File: src/rtl/chip8_fetch.sv
// CHIP-8 instruction fetch stage: owns the PC, reads 16-bit opcodes, and hands them to decode
// over a valid/ready handshake. Optional macro FETCH_ALIGN_CHK_EN enables the misaligned-PC fault.
module chip8_fetch #(
    parameter int unsigned           ADDR_W     = 12,
    parameter logic [ADDR_W-1:0]     START_ADDR = ADDR_W'('h200)
) (
    input  logic              clk,
    input  logic              rst_n,
    input  logic              run,
    output logic [ADDR_W-1:0] mem_addr,
    input  logic [15:0]       mem_rdata,
    output logic [15:0]       instr,
    output logic [ADDR_W-1:0] instr_pc,
    output logic              instr_valid,
    input  logic              instr_ready,
    input  logic              pc_load,
    input  logic [ADDR_W-1:0] pc_load_val,
    input  logic              pc_skip,
    output logic              fault
);

    typedef enum logic [2:0] {
        S_IDLE    = 3'd0,
        S_ADDR    = 3'd1,
        S_CAPTURE = 3'd2,
        S_VALID   = 3'd3,
        S_FAULT   = 3'd4
    } state_e;

    state_e            state_q, state_d;
    logic [ADDR_W-1:0] pc_q, pc_d;
    logic [15:0]       instr_q, instr_d;
    logic [ADDR_W-1:0] instr_pc_q, instr_pc_d;
    logic              valid_q, valid_d;
    logic              fetch_go_c;
    logic [ADDR_W-1:0] pc_plus2_c;

    assign pc_plus2_c = pc_q + ADDR_W'(2);

    // Next-state: a redirect overrides everything; fetch_go_c marks every entry into ADDR.
    always_comb begin
        state_d    = state_q;
        pc_d       = pc_q;
        instr_d    = instr_q;
        instr_pc_d = instr_pc_q;
        valid_d    = valid_q;
        fetch_go_c = 1'b0;

        if (pc_load && (state_q != S_FAULT)) begin
            pc_d       = pc_load_val;
            valid_d    = 1'b0;
            state_d    = S_IDLE;
            fetch_go_c = run;
        end else begin
            case (state_q)
                S_IDLE:    fetch_go_c = run;
                S_ADDR:    state_d = S_CAPTURE;
                S_CAPTURE: begin
                    instr_d    = mem_rdata;
                    instr_pc_d = pc_q;
                    pc_d       = pc_plus2_c;
                    valid_d    = 1'b1;
                    state_d    = S_VALID;
                end
                S_VALID: begin
                    if (instr_ready) begin
                        valid_d    = 1'b0;
                        state_d    = S_IDLE;
                        fetch_go_c = run;
                        if (pc_skip) begin
                            pc_d = pc_plus2_c;
                        end
                    end
                end
                default: state_d = state_q;
            endcase
        end

        if (fetch_go_c) begin
            state_d = S_ADDR;
`ifdef FETCH_ALIGN_CHK_EN
            if (pc_d[0]) begin
                state_d = S_FAULT;
            end
`endif
        end
    end

    always_ff @(posedge clk or negedge rst_n) begin
        if (!rst_n) begin
            state_q    <= S_IDLE;
            pc_q       <= START_ADDR;
            instr_q    <= 16'h0000;
            instr_pc_q <= '0;
            valid_q    <= 1'b0;
        end else begin
            state_q    <= state_d;
            pc_q       <= pc_d;
            instr_q    <= instr_d;
            instr_pc_q <= instr_pc_d;
            valid_q    <= valid_d;
        end
    end

`ifdef FETCH_ALIGN_CHK_EN
    logic fault_q;

    // Sticky: FAULT is only left through reset.
    always_ff @(posedge clk or negedge rst_n) begin
        if (!rst_n) begin
            fault_q <= 1'b0;
        end else begin
            fault_q <= (state_d == S_FAULT);
        end
    end

    assign fault = fault_q;
`else
    assign fault = 1'b0;
`endif

    assign mem_addr    = pc_q;
    assign instr       = instr_q;
    assign instr_pc    = instr_pc_q;
    assign instr_valid = valid_q;

endmodule

File: config.mk
export PLATFORM = sky130hd
export DESIGN_NAME = chip8_fetch
export DESIGN_NICKNAME = d
export VERILOG_FILES = /design/src/rtl/chip8_fetch.sv
export SDC_FILE = /design/constraint.sdc
export NUM_CORES = 1
export LEC_CHECK = 0
export ABC_AREA = 1
export CORE_MARGIN = 4
export CORE_UTILIZATION = 40
export DETAILED_ROUTE_END_ITERATION = 12
export GPL_TIMING_DRIVEN = 0
export HOLD_SLACK_MARGIN = 0.05
export PLACE_DENSITY_LB_ADDON = 0.25
export REMOVE_ABC_BUFFERS = 1
export SLEW_MARGIN = 20
export SYNTH_ARGS = -nofsm -noshare
export SYNTH_HDL_FRONTEND = slang
export SYNTH_SLANG_ARGS = --single-unit
File: constraint.sdc
create_clock -name clk -period 1.35 [get_ports clk]
set_input_delay 0.135 -clock clk [delete_from_list [all_inputs] [get_ports clk]]
set_output_delay 0.135 -clock clk [all_outputs]
set_load 0.005 [all_outputs]
==> impl_metrics.tcl <==
set metrics [dict create \
    dp_hpwl_um 3370 \
    insertion_delay_ns 0.30 \
    grt_antenna_before_repair 0 \
    crit_path_start_kind "flip-flop" \
    clockBufferDepth 2 \
    grt_pass1_wl_um 8420 \
    nets 357 \
    coreArea_mm2 0.00507 \
    dr.pass1.iters 4 \
    synthCells 223 \
    final_max_slew_viol_count 0 \
    synthTopCellsByCount "53 x nand2_1, 42 x dfrtp_1, 23 x o21ai_0" \
    yosys.area.top_type "dfrtp_1" \
    failed_checks "negative setup slack" \
    first_global_vias 1848 \
    num_antenna_cells 0 \
    ys_warn_count 0 \
    hold_class "input port to asynchronous set/reset pin" \
    p_seq_frac 0.340 \
    wirelength_um 5190 \
    yosys_register_bits 43 \
    grt_start_max_net_pins 27 \
    vdd_drop_max_mv 1.09 \
    status "complete, but fails checks" \
    rows 26 \
    relSlewSlack 0.655 \
    grt_usage 0.170 \
    crit_start "state_q[1]$_DFFE_PN0P_" \
    worstSetupPathType "flip-flop to flip-flop" \
    utilization 0.634 \
    syn_area_mm2 0.00209 \
    dieArea_mm2 0.00644 \
    synth_ff_type "dfrtp_1" \
    maxCapViolCount 0 \
    clock_sinks 43 \
    area_growth_pct 54.2 \
    numCtsBuffers 5 \
    crit_arrival_ns 1.57 \
    clkTransAtPathRegs_ns 0.08 \
    grt_overflow 0 \
    ys_types 30 \
    ioPinCount 76 \
    synth_edf_count 0 \
    async_flop_share 1.00 \
    power.density_mw_per_mm2 2090 \
    ant_nets 0 \
    layout-drive-gt1-share 0.217 \
    synth.avg_cell_area_um2 9.36 \
    crit_required_ns 1.53 \
    endpoint_kind "flip-flop" \
    finClkSkew_ns 0.00416 \
    r2r_slack_ns -0.04 \
    finalCriticalPeriod_ns 1.39 \
    drtIter0Drc 85 \
    ys_seq_area_frac 0.516 \
    power_switching_mw 2.30 \
    clock.fmax_mhz 719 \
    initial_core_util 0.411 \
    avgViaCountPerCell 4.72 \
    power_mw 6.72 \
    intPower_mw 4.42 \
    htree_levels 2 \
    r2r-start "state_q[1]$_DFFE_PN0P_" \
    power_frac_comb 0.536 \
    port_buffers 74 \
    cts_tree "built" \
    rsz0062_at_grt "yes" \
    fp.dieH_um 80.3 \
    fillers 453 \
    clock_power_share 0.124 \
    finalHoldViolCount 0 \
    die_w_um 80.3 \
    register_area_mm2 0.00108 \
    globalplace.congestion 0.820 \
    wl_per_cell_um 13.4 \
    finalSetupViolCount 18 \
    cts-root-buf "clkbuf_8" \
    fin_ws_ns -0.0405 \
    drcViolationCount 0 \
    cp_max_fo 9 \
    synth_top_area_frac 0.503 \
    vias 1832 \
    p_leak_nw 1.50 \
    netlist_top_cells_area "dfrtp_1 50%, mux2_2 9.7%, nand2_1 9.5%" \
    multi_input_area_um2 972 \
    tightest_slew_ns 0.518 \
    synth_most_common_cell "nand2_1" \
    fin_crit_sh 1.03 \
    p_sw_frac 0.342 \
]
==> through the flow <==
stage	hold slack [ns]	instances	worst slack, ns	instance area, µm²	TNS (ns)
floorplan	-0.161	214	-0.441	2020	-10.06
global placement	0.464	358	-1.49	2850	-95.47
detailed placement	0.108	359	-1.06	2870	-36.95
CTS	0.335	382	0.00435	3130	0
global route	0.372	388	-0.0824	3220	-1.81
finish	0.320	388	-0.0405	3220	-0.539
==> final timing paths <==
path	depth (start not counted)	to
worst min-delay path	2	instr[12]$_DFFE_PN0P_
worst min register to register	2	instr_pc[8]$_DFFE_PN0P_
max in group asynchronous	3	mem_addr[9]$_DFFE_PN1P_
worst max register to register	4	instr[4]$_DFFE_PN0P_
min in group clk	3	mem_addr[0]$_DFFE_PN0P_
worst max-delay path	4	instr[4]$_DFFE_PN0P_
==> layout make-up <==
| type | instances | area share |
|---|---|---|
| clock inverter | 1 | 0.00155 |
| clock buffer | 6 | 0.0257 |
| multi-input combinational | 155 | 0.302 |
| timing repair buffer | 95 | 0.285 |
| tap | 70 | 0.0272 |
| inverter | 18 | 0.0225 |
| sequential | 43 | 0.336 |
==> placed cells by master, fill, tap and decap left out, types with 2 or more instances in the layout <==
master and count:
buf_4 19, clkbuf_8 6, clkdlybuf4s50_1 63, dfrtp_1 39, dfrtp_2 3, dlygate4sd2_1 4
dlymetal6s2s_1 6, ha_1 2, ha_4 2, inv_1 16, mux2_2 18, nand2_1 52
nand2_4 2, nand2_8 2, nand3_1 13, nand3_2 2, nor2_1 21, nor2_2 2
nor2_4 2, o21ai_0 23
==> state kept, by name, summed over array words and instances, names as in the netlist <==
signal,cells
instr,16
instr_pc,12
instr_valid,1
mem_addr,12
state_q,2
==> critical path, stage by stage, from the launching register on <==
cell and delay, ns:
dfrtp_2 0.44, buf_4 0.15, ha_4 0.21, nand2_8 0.13
mux2_2 0.35
==> what timing repair did <==
item	4_1_cts	5_1_grt
hold buffers	1	0
endpoints found under the setup margin	52	37
buffers inserted	14	5
gates cloned	1	1
pin swaps	2	0
gates resized for setup	18	10
hold endpoints to repair	17	0
==> metal layers <==
layer / up-vias / global-route usage / part of all wire
li1: 905 / - / -
met1: 852 / 0.203 / 0.44
met2: 67 / 0.292 / 0.47
met3: 8 / 0.0504 / 0.072
met4: 0 / 0.0557 / 0.015
met5: - / 0 / 0
==> logic make-up (layout without fill, tap and decap cells) <==
| kind of cell | Yosys count | in the layout | synth area share |
|---|---|---|---|
| muxes | 19 | 19 | 0.102 |
| AOI/OAI and AO/OA | 29 | 29 | 0.0761 |
| and+or+nand+nor | 98 | 100 | 0.206 |
| adders and majority gates | 5 | 5 | 0.0300 |
| other | 1 | 1 | 0.00180 |
| buffers and inverters | 27 | 120 | 0.0647 |
| xor gates and xnor gates | 1 | 1 | 0.00419 |
| DFF | 43 | 43 | 0.516 |
==> power by group through the flow <==
stage	logic, mW	clock network [mW]	registers (mW)
floorplan	1.25	0	2.42
global placement	2.83	0	2.39
detailed placement	2.91	0	2.41
CTS	3.43	0.858	2.29
global route	3.99	0.932	2.37
finish	3.60	0.830	2.29
(Power assumes the default switching activity.)
